--- config.mk ---
export PLATFORM = sky130hd
export DESIGN_NAME = seq_detect_ctrl
export DESIGN_NICKNAME = d
export VERILOG_FILES = /design/src/rtl/seq_detect_ctrl.sv
export SDC_FILE = /design/constraint.sdc
export NUM_CORES = 1
export LEC_CHECK = 0
export ABC_AREA = 1
export CORE_MARGIN = 8
export CORE_UTILIZATION = 35
export DETAILED_ROUTE_END_ITERATION = 7
export DONT_BUFFER_PORTS = 1
export GPL_ROUTABILITY_DRIVEN = 0
export HOLD_SLACK_MARGIN = 0.02
export PLACE_DENSITY_LB_ADDON = 0.25
export SKIP_CTS_REPAIR_TIMING = 1
export SYNTH_ARGS = -nofsm -noshare
export SYNTH_HDL_FRONTEND = slang
export SYNTH_SLANG_ARGS = --single-unit
--- constraint.sdc ---
create_clock -name clk -period 4.3 [get_ports clk]
set_input_delay 0.86 -clock clk [delete_from_list [all_inputs] [get_ports clk]]
set_output_delay 0.86 -clock clk [all_outputs]
set_load 0.005 [all_outputs]
--- src/rtl/seq_detect_ctrl.sv ---
// Word-level sequencer for the external 1011 detector: accepts a word, flushes the detector,
// shifts the word out MSB-first and reports a saturating match count. Option: SEQDET_CTRL_FIRSTPOS_EN.
module seq_detect_ctrl #(
    parameter int WIDTH = 8,
    parameter int CNT_W = 4,
    parameter int POS_W = $clog2(WIDTH)
) (
    input  logic             clk,
    input  logic             reset,
    input  logic [WIDTH-1:0] word_in,
    input  logic             word_valid,
    output logic             word_ready,
    output logic             det_bit,
    output logic             det_reset,
    input  logic             det_seen,
    output logic [CNT_W-1:0] match_count,
    output logic             match_valid,
    output logic             busy
`ifdef SEQDET_CTRL_FIRSTPOS_EN
    ,
    output logic [POS_W-1:0] first_pos
`endif
);

    localparam logic [1:0] IDLE  = 2'd0;
    localparam logic [1:0] FLUSH = 2'd1;
    localparam logic [1:0] SHIFT = 2'd2;
    localparam logic [1:0] DRAIN = 2'd3;

    localparam logic [POS_W-1:0] LAST_K = POS_W'(WIDTH - 1);

    logic [1:0]       state;
    logic [WIDTH-1:0] sreg;
    logic [POS_W-1:0] bit_k;
    logic [CNT_W-1:0] cnt;
    logic [CNT_W-1:0] cnt_next;
    logic             sample;

    // det_seen is registered in the detector, so it lags det_bit by one cycle:
    // SHIFT cycle k reports bit k-1, and DRAIN reports the final bit.
    always_comb begin
        sample = det_seen && (((state == SHIFT) && (bit_k != '0)) || (state == DRAIN));
    end

    always_comb begin
        cnt_next = cnt;
        if (sample && (cnt != '1)) begin
            cnt_next = cnt + CNT_W'(1);
        end
    end

    always_comb begin
        det_bit    = (state == SHIFT) && sreg[WIDTH-1];
        det_reset  = reset || (state == FLUSH);
        busy       = (state != IDLE);
        word_ready = (state == IDLE);
    end

`ifdef SEQDET_CTRL_FIRSTPOS_EN
    logic             found;
    logic [POS_W-1:0] fpos_work;
    logic [POS_W-1:0] hit_pos;

    always_comb begin
        hit_pos = (state == DRAIN) ? LAST_K : (bit_k - POS_W'(1));
    end
`endif

    always_ff @(posedge clk) begin
        if (reset) begin
            state       <= IDLE;
            sreg        <= '0;
            bit_k       <= '0;
            cnt         <= '0;
            match_count <= '0;
            match_valid <= 1'b0;
`ifdef SEQDET_CTRL_FIRSTPOS_EN
            found       <= 1'b0;
            fpos_work   <= '0;
            first_pos   <= '0;
`endif
        end else begin
            match_valid <= 1'b0;
            case (state)
                IDLE: begin
                    if (word_valid) begin
                        sreg  <= word_in;
                        bit_k <= '0;
                        cnt   <= '0;
`ifdef SEQDET_CTRL_FIRSTPOS_EN
                        found     <= 1'b0;
                        fpos_work <= '0;
`endif
                        state <= FLUSH;
                    end
                end
                FLUSH: begin
                    state <= SHIFT;
                end
                SHIFT: begin
                    sreg <= {sreg[WIDTH-2:0], 1'b0};
                    cnt  <= cnt_next;
`ifdef SEQDET_CTRL_FIRSTPOS_EN
                    if (sample && !found) begin
                        found     <= 1'b1;
                        fpos_work <= hit_pos;
                    end
`endif
                    if (bit_k == LAST_K) begin
                        state <= DRAIN;
                    end else begin
                        bit_k <= bit_k + POS_W'(1);
                    end
                end
                DRAIN: begin
                    match_count <= cnt_next;
                    match_valid <= 1'b1;
`ifdef SEQDET_CTRL_FIRSTPOS_EN
                    if (found) begin
                        first_pos <= fpos_work;
                    end else if (sample) begin
                        first_pos <= hit_pos;
                    end else begin
                        first_pos <= '0;
                    end
`endif
                    state <= IDLE;
                end
                default: begin
                    state <= IDLE;
                end
            endcase
        end
    end

endmodule

Word-level counts from Yosys, hierarchy flattened. Index checks and enable logic that the tools add are counted.

Bits in latches: 0. Bits of input ports: 12. Memories kept: 0. Bits in writable memories: 0. Output and inout port bits: 9. Bits in registers: 22. Bits in read-only memories: 0. Logic and storage cells: 41.

Magnitude comparators: 0. Bitwise logic cells: 0. Add/sub/neg operators: 2. Eq/ne operators: 8. Divide/modulo/power cells: 0. $mul: 0. Mux-type cells: 12. Reductions and logical operators: 13. Shifts and indexed selects: 0.

Operators with widths (number): $pmux W8 S2 (1); $mux W4 (2); $mux W8 (1); $pmux W2 S4 (1); $pmux W4 S2 (1); $mux W3 (2); $pmux W3 S2 (1); $add A4 B1 Y4 const B (1); $eq A2 B2 Y1 const B (2); $logic_and A1 B1 Y1 (4); $mux W2 (2); $ne A2 B2 Y1 const B (2); $ne A4 B4 Y1 const B (1); $reduce_and A2 Y1 (2); $reduce_bool A2 Y1 (2); $add A3 B1 Y3 const B (1); $eq A3 B3 Y1 const B (1); $reduce_and A3 Y1 (1); $reduce_bool A3 Y1 (1); $eq A2 B1 Y1 const B (1); $logic_not A2 Y1 (1); $logic_or A1 B1 Y1 (2); $ne A2 B1 Y1 const B (1); $mux W1 (1).

Logic depth before layout (Yosys ltp). Gate-level depths: netlist of run 1.

Depth after elaboration: 7. Depth in mapped cells: 11. Depth with buffers taken out: 11.

Least setup slack after synthesis of run 1. No wires, ideal clock.

Kind: in2out. Start: in reset. End: out det_reset. Arrival: 1127 ps. Buffers on the path: 0. Required time: 3440 ps. Slack: 2313 ps. Cell stages on the path: 1. Cell sequence: or2_2.

Longest elaborated chain between the ends: 1.

RTL lines: start, declared (line 9) `input logic reset,`; $logic_or A1 B1 Y1 (line 54) `det_reset = reset || (state == FLUSH);`; end, declared (line 14) `output logic det_reset,`.

Every way passes these cells.

Final worst setup path of run 1.
Start: reg state[0]. End: out det_bit.

Longest elaborated chain between the ends: 2.

RTL lines: start, declared (line 32) `logic [1:0] state;`; start signal, assigned (line 71) `state <= IDLE;`; start signal, assigned (line 94) `state <= FLUSH;`; start signal, assigned (line 98) `state <= SHIFT;`; $eq A2 B2 Y1 (line 53) `det_bit = (state == SHIFT) && sreg[WIDTH-1];`; $logic_and A1 B1 Y1 (line 53); end, declared (line 13) `output logic det_bit,`.

Every way passes these cells.

==> metrics.txt, run 1 <==
run status=complete, no violations; worst-path maximum fanout=12; cts bufs inserted=3; vias per cell=4.793; Port-buffer cells=0; setup ws final=slightly above 2 ns; wire length per cell=11.80 um; Unique masters post-synth=27; initial antenna violation count=0; H-Tree Depth=1; Cell Pwr Density=around 550 mW/mm^2; Tcrit/Tclk final=0.5322; post-place setup slack=approximately 2.3 ns; grt total ovfl=0; leak pwr=0.6160 nW; WHS Path Cells=2; largest net degree at the start of global routing=18; Synth area leader=dfxtp_1; first-pass GRT wire length=approximately 4200 um; synthesis-to-finish area growth=7.076%; CP Capture Type=output port; clk sinks=22; worst-skew pair later-pin latency=around 0.31 ns; Initial Util=0.3632; die area=0.005567 mm^2; GRT Total Usage=0.09542; share of cells above drive strength 1=0.1049; Root Buffer=clkbuf_4; R2R cell count=9; synth top area cells=dfxtp_1 37%, nand2_1 15%, ha_1 9.4%; maxcap violations=0; syn nets=~180; Detailed Routing Iterations Pass 1=4; WP data arrival=approximately 1.4 ns; row count=21; endpoints failing hold=0; setup TNS=0 ns; n_diodes=0; IO Count=21; WS Path Type=reg2out; synthesized area=approximately 0.0012 mm^2; commonest non-fill, non-tap cell in the layout=nand2_1; Final nets=between 150 and 200; FMAX=437.0 MHz; Setup Viol. Count Final=0; Gate Count Post-Synth=162; Rel. slew slack=0.6970; fill count=between 300 and 400; average size of a mapped cell=between 7 and 8 um^2; total wire length=~2500 um; via count=between 900 and 1000; vias in the first global route=about 1000; die width=74.61 um; YS warnings=0; FF+latch count, synth=22; post-synthesis sequential area ratio=0.3663; core box area=approximately 0.0033 mm^2; DPL Wire Length=1939 um; drt initial violations=between 70 and 80; total power=a little over 700 uW; Final ANT Viol Nets=0; clock-pin slew of the registers on the worst-case setup and hold paths=0.13 ns; Post-route DRC=0; Die H=between 70 and 80 um; Req. time, crit path=3.44 ns; Critical Path Source Type=register; CTS tree=done; Min Clock Period, post-route=2.289 ns; unrepaired setup endpoints after global routing=no; commonest non-fill, non-tap cells in the layout=48 x nand2_1, 22 x dfxtp_1, 16 x inv_1; Longest Clk Path Bufs=2; Setup Skew=~0.014 ns; VDD IR-drop max=approximately 0.28 mV; Worst Max-Slew Pin Slew=about 0.45 ns; Max Slew Vio Count=0; Synth top area share=0.3663; HP Class=reg2reg
-- cell usage after synthesis (all sizes together) --
cell / n
inv: 21
nand4: 1
nand2: 50
a21oi: 7
or2: 1
o21ai: 4
buf: 3
nor2: 15
dfxtp: 22
a211oi: 1
o211a: 7
xnor2: 1
nand3b: 1
o22ai: 1
clkbuf: 1
ha: 9
nor3: 1
nand3: 16
-- layer usage --
layer	up-vias	GRT usage	wire (um)
li1	518	-	-
met1	453	0.09360	1022
met2	24	0.1704	1187
met3	2	0.05459	231
met4	0	0.01957	13
met5	-	0	0
-- sequential cells by signal (all words and copies together) (netlist names) --
signal	cells
state	2
match_count	4
bit_k	3
sreg	8
match_valid	1
cnt	4
-- final cells by class --
type | instances | area, um^2 | area share
Clock buffer | 3 | 22.52 | 0.01749
Clock inverter | 1 | 30.03 | 0.02332
Inverter | 21 | 81.33 | 0.06317
Multi-Input combinational cell | 115 | 655.6 | 0.5092
Sequential cell | 22 | 440.4 | 0.3421
Tap cell | 46 | 57.56 | 0.04470
-- through the flow --
step / area (um^2) / util / hold WS, ns / cells
after global placement: 1235 / 0.3730 / 0.4678 / 204
after CTS: 1287 / 0.3889 / 0.5042 / 208
after floorplan: 1202 / - / 0.4562 / 162
after detailed placement: 1235 / 0.3730 / 0.4815 / 204
final: 1287 / 0.3889 / 0.4969 / 208
after global routing: 1287 / 0.3889 / 0.5308 / 208
-- cell families after synthesis --
kind of cell | synth area share
adder cells (fa/ha/maj) | 0.09365
AND/OR/NAND/NOR | 0.3288
buffers and inverters | 0.08845
XOR/XNOR | 0.007285
AO/OA/AOI/OAI | 0.1155
flip-flops | 0.3663
-- critical path, cell delays in order, from the launching register on --
cell     delay, ns
dfxtp_1       0.36
inv_1         0.12
ha_1          0.45
nand2_1       0.10
inv_1         0.08
-- power breakdown --
group	internal, mW	leakage (nW)	switching [mW]
Combinational	0.0926	0.408	0.165
Clock	0.0943	0.0279	0.0654
Sequential	0.259	0.180	0.0343
Total	0.446	0.616	0.265
-- path summary, 6_finish.rpt --
kind / start / end / slack [ns]
max: state[0]$_SDFFE_PP0P_ / det_bit / 2.01
min: bit_k[1]$_SDFFE_PP0P_ / bit_k[1]$_SDFFE_PP0P_ / 0.50
max reg2reg: state[0]$_SDFFE_PP0P_ / bit_k[0]$_SDFFE_PP0P_ / 2.43
min reg2reg: bit_k[1]$_SDFFE_PP0P_ / bit_k[1]$_SDFFE_PP0P_ / 0.50
No activity file was read; power rests on OpenSTA's default activity.
==> run 2: changes to the inputs <==
==> constraint.sdc (replaced) <==
create_clock -name clk -period 2.2 [get_ports clk]
set_input_delay 0.44 -clock clk [delete_from_list [all_inputs] [get_ports clk]]
set_output_delay 0.44 -clock clk [all_outputs]
set_load 0.005 [all_outputs]
==> run 2 against run 1 <==
Worst setup slack got worse by 1.6 ns. Final cell count unchanged. Clock skew decreased by 0.011 ns. Core utilization decreased by 0.68 points. Flip-flop and latch count stayed put. Largest cell class unchanged. Die area did not move. Hold slack got worse by 0.31 ns. Non-clock buffer count rose by 1. Global-route usage is 0.14 points higher. Largest power group unchanged. Wire length down 0.49%. Total power grew 78%.
==> metrics.txt, run 2 (synthesis results as in run 1) <==
Final ANT Viol Nets=0 (unchanged); Sw Ratio=0.4037 (+0.03090); FMAX=554.0 MHz; GRT Total Usage=0.09677 (+0.001352); commonest non-fill, non-tap cell in the layout=nand2_1; initial antenna violation count=0 (unchanged); IO Count=21 (unchanged); WP data arrival=1.37 ns (-0.06 ns); Net Sw Power=511.9 uW (+93%); Detailed Routing Iterations Pass 1=4 (unchanged); Worst Max-Slew Pin Slew=0.3161 ns (-0.1385 ns); synthesis-to-finish area growth=5.203%; Int Pwr=756.0 uW (+70%); leak pwr=0.6071 nW (-1.4%); CP Capture Type=output port; Port-buffer cells=0 (unchanged); wire length per cell=11.74 um (-0.49%); Cell Pwr Density=1002 mW/mm^2 (+82%); n_diodes=0 (unchanged); Setup Skew=0.003060 ns (-0.01137 ns); Max Slew Vio Count=0 (unchanged); die width=74.61 um (unchanged); Clk network pwr share=0.144 (-0.081); Req. time, crit path=1.76 ns (-1.68 ns); DPL Wire Length=1955 um (+0.78%); worst-path maximum fanout=8 (-4); clk sinks=22 (unchanged); worst hold margin=0.1848 ns (-0.3121 ns); Setup Viol. Count Final=0 (unchanged); run status=complete, no violations; CTS tree=done; worst-skew pair later-pin latency=0.30 ns (about the same); Sequential Power Share=0.453 (+0.041); top flop regs=sreg: 8 flops, cnt: 4 flops, match_count: 4 flops; share of cells above drive strength 1=0.1049 (unchanged); Root Buffer=clkbuf_4; drt initial violations=32 (-58%); Longest Clk Path Bufs=2 (unchanged); Logic pwr share=0.404 (+0.041); commonest non-fill, non-tap cells in the layout=48 x nand2_1, 22 x dfxtp_1, 16 x inv_1; min-delay src=reset; Initial Util=0.3632 (unchanged); Crit. Startpoint=state[0]$_SDFFE_PP0P_; grt total ovfl=0 (unchanged); fill count=363 (-2.4%); setup TNS=0 ns (unchanged); endpoints failing hold=0 (unchanged); Die H=74.61 um (unchanged); max reg flops=8 (unchanged); Tcrit/Tclk final=0.8205; Final nets=185 (+0.54%); Min Clock Period, post-route=1.805 ns; vias in the first global route=985 (-2.8%); WS Path Type=reg2out; HP Class=in2reg; Post-route DRC=0 (unchanged); largest net degree at the start of global routing=18 (unchanged); VDD IR-drop max=0.5715 mV (+100%); via count=987 (-1.0%); cts bufs inserted=3 (unchanged); unrepaired setup endpoints after global routing=no; clock-pin slew of the registers on the worst-case setup and hold paths=0.12 ns (about the same); r2r startpoint=state[0]$_SDFFE_PP0P_; first-pass GRT wire length=4215 um (+1.2%); vias per cell=4.745 (-1.0%); total wire length=2442 um (-0.49%); Critical Path Source Type=register; row count=21 (unchanged); most flop-heavy register=sreg; core box area=0.003311 mm^2 (unchanged); die area=0.005567 mm^2 (unchanged); Rel. slew slack=0.7891 (+0.09207); maxcap violations=0 (unchanged); H-Tree Depth=1 (unchanged)
[run 2: cell count changes in the layout (fill, tap and decap cells not counted)]
cell       delta
bufinv_16     -1
buf_4         +1
[run 2: through the flow]
stage | cells | util | worst slack, ns | instance area, um^2 | total power [mW]
final | 208 | 0.3821 | 0.3949 | 1265 | 1.268
after global routing | 208 | 0.3821 | 0.2619 | 1265 | 1.390
after CTS | 208 | 0.3821 | 0.3820 | 1265 | 1.286
after detailed placement | 205 | 0.3753 | 0.5587 | 1242 | 1.101
after global placement | 205 | 0.3753 | 0.6647 | 1242 | 1.077
after floorplan | 162 | - | 0.7494 | 1202 | 1.011
[run 2: power groups by stage]
stage	registers [mW]	logic [mW]	clock network, mW
2_1_floorplan	0.563	0.448	0
3_3_place_gp	0.576	0.501	0
3_5_place_dp	0.583	0.517	0
4_1_cts	0.575	0.519	0.192
5_1_grt	0.588	0.585	0.216
6_report	0.574	0.512	0.182
[run 2: worst paths after layout]
kind | end | slack, ns | depth (start not counted)
worst max-delay path | det_bit | 0.39 | 5
worst min register to register | bit_k[1]$_SDFFE_PP0P_ | 0.48 | 2
worst max register to register | bit_k[0]$_SDFFE_PP0P_ | 0.56 | 10
worst min-delay path | bit_k[1]$_SDFFE_PP0P_ | 0.18 | 1
[run 2: layer usage]
layer  wire length, um  vias up  GRT usage
met3               292        2    0.06525
met1               970      444    0.09041
met2              1170       23     0.1742
met4                 8        0    0.01304
li1                  -      518          -
met5                 0        -          0
[run 2: cell type report]
class                           count  area [um^2]  area share
Timing Repair Buffer                1        7.507    0.005935
Sequential cell                    22        440.4      0.3482
Inverter                           21        81.33     0.06429
Multi-Input combinational cell    115        655.6      0.5183
Tap cell                           46        57.56     0.04550
Clock buffer                        3        22.52     0.01780
[run 2: worst max-delay path, stage by stage (launching register included)]
cell and delay [ns]:
dfxtp_1 0.39, inv_1 0.10, ha_1 0.27, buf_4 0.19
nand2_1 0.06, inv_1 0.05
==> run 3: changes to the inputs <==
==> constraint.sdc (replaced) <==
create_clock -name clk -period 1.8 [get_ports clk]
set_input_delay 0.36 -clock clk [delete_from_list [all_inputs] [get_ports clk]]
set_output_delay 0.36 -clock clk [all_outputs]
set_load 0.005 [all_outputs]
==> run 3 against run 2 <==
First-iteration DRC count rose by 66%. Wire length is 3.1% higher. Flip-flop and latch count did not move. Register-to-register slack got worse by 0.35 ns. Via count grew 3.7%. Sequential power up 21%. Sequential share of layout area down 0.58 points. Die area is the same. Critical path type unchanged.
==> metrics.txt, run 3 (synthesis results as in run 1) <==
run status=complete, no violations; FMAX=602.7 MHz; Root Buffer=clkbuf_4; Min-Delay Endpoint=cnt[2]$_SDFFE_PP0P_; row count=21 (unchanged); commonest non-fill, non-tap cell in the layout=nand2_1; share of cells above drive strength 1=0.1280 (+0.02311); largest net degree at the start of global routing=18 (unchanged); synthesis-to-finish area growth=7.284%; Initial Util=0.3632 (unchanged); Post-route DRC=0 (unchanged); GRT Total Usage=0.09813 (+0.001351); Worst Max-Slew Pin Slew=0.3123 ns (-0.003799 ns); R2R cell count=10 (unchanged); Setup Skew=0.002095 ns (-0.0009654 ns); first-pass GRT wire length=4257 um (+1.0%); die area=0.005567 mm^2 (unchanged); worst-path maximum fanout=10 (+2); grt total ovfl=0 (unchanged); Tcrit/Tclk final=0.9218; Critical Path Source Type=register; placed instance area=0.001250 mm^2 (+0.60%); WP data arrival=1.30 ns (-0.07 ns); leak pwr=0.6184 nW (+1.9%); Port-buffer cells=0 (unchanged); setup TNS=0 ns (unchanged); fill count=366 (+0.83%); Detailed Routing Iterations Pass 1=4 (unchanged); IO Count=21 (unchanged); worst-skew pair later-pin latency=0.31 ns (about the same); min-delay src=reset; CTS tree=done; wire length per cell=11.99 um (+2.1%); Final nets=186 (+0.54%); max reg flops=8 (unchanged); Rel. slew slack=0.7916 (+0.002536); endpoints failing hold=0 (unchanged); CP Capture Type=output port; Longest Clk Path Bufs=2 (unchanged); Final ANT Viol Nets=0 (unchanged); cts bufs inserted=3 (unchanged); HP Class=in2reg; drt initial violations=53 (+66%); Worst R2R End=bit_k[0]$_SDFFE_PP0P_; total power=1.607 mW (+27%); maxcap violations=0 (unchanged); via count=1024 (+3.7%); Req. time, crit path=1.44 ns (-0.32 ns); Max Slew Vio Count=0 (unchanged); WHS Path Cells=1 (unchanged); VDD IR-drop max=0.6112 mV (+7.0%); Final Cell Area=0.001290 mm^2 (+2.0%); vias in the first global route=1001 (+1.6%); flop-to-flop setup slack=0.21 ns (-0.35 ns); commonest non-fill, non-tap cells in the layout=48 x nand2_1, 21 x dfxtp_1, 16 x inv_1; clk sinks=22 (unchanged); clock-pin slew of the registers on the worst-case setup and hold paths=0.12 ns (about the same); vias per cell=4.876 (+2.8%); total wire length=2518 um (+3.1%); H-Tree Depth=1 (unchanged); Cell Pwr Density=1246 mW/mm^2 (+24%); unrepaired setup endpoints after global routing=no; Min Clock Period, post-route=~1.7 ns; top flop regs=sreg: 8 flops, cnt: 4 flops, match_count: 4 flops; Die H=74.61 um (unchanged); WS Path Type=reg2out; most flop-heavy register=sreg; DPL Wire Length=1949 um (-0.28%); initial antenna violation count=0 (unchanged); n_diodes=0 (unchanged); r2r startpoint=state[1]$_SDFFE_PP0P_; Setup Viol. Count Final=0 (unchanged); core box area=0.003311 mm^2 (unchanged); die width=74.61 um (unchanged)
run 3: area by class of cell:
class,instances,area [um^2],area share
multi-input combinational,115,658.1,0.5102
sequential,22,441.7,0.3424
inverter,21,81.33,0.06305
tap,46,57.56,0.04462
clock buffer,4,36.28,0.02813
timing repair buffer,2,15.01,0.01164
run 3: metrics by stage:
stage / hold slack, ns / instances / util / setup slack, ns
detailed placement: 0.4343 / 206 / 0.3776 / 0.1846
global placement: 0.4327 / 206 / 0.3776 / 0.2707
floorplan: 0.4562 / 162 / - / 0.3494
global route: 0.07081 / 210 / 0.3896 / 0.01330
finish: 0.09612 / 210 / 0.3896 / 0.1407
CTS: 0.08431 / 210 / 0.3885 / 0.07961
run 3: worst max path at each step:
stage / from / endpoint / slack (ns) / cells after the start
after floorplan: state[0]$_SDFFE_PP0P_ / sreg[2]$_SDFFE_PP0P_ / 0.35 / 10
after global placement: state[0]$_SDFFE_PP0P_ / bit_k[0]$_SDFFE_PP0P_ / 0.27 / 10
after detailed placement: state[0]$_SDFFE_PP0P_ / bit_k[0]$_SDFFE_PP0P_ / 0.18 / 10
after CTS: state[0]$_SDFFE_PP0P_ / det_bit / 0.08 / 5
after global routing: state[0]$_SDFFE_PP0P_ / det_bit / 0.01 / 5
final: state[0]$_SDFFE_PP0P_ / det_bit / 0.14 / 5
run 3: layer usage:
metal,vias to the layer above,wire [um],GRT usage,share of wire
met5,-,0,0,0
met4,0,30,0.03261,0.012
met3,5,306,0.06125,0.12
met2,28,1165,0.1694,0.46
met1,467,1016,0.09346,0.40
li1,524,-,-,-
run 3: where the power goes:
| group | total (mW) | leakage [nW] | internal, mW | switching, mW |
|---|---|---|---|---|
| Clock | 0.275 | 0.0210 | 0.124 | 0.152 |
| Sequential | 0.697 | 0.180 | 0.620 | 0.0769 |
| Combinational | 0.635 | 0.417 | 0.233 | 0.402 |
run 3: critical path, stage by stage (launching register included):
cell and delay (ns):
dfxtp_2 0.35, inv_1 0.12, ha_2 0.22, buf_4 0.17, nand2_1 0.06, inv_1 0.06
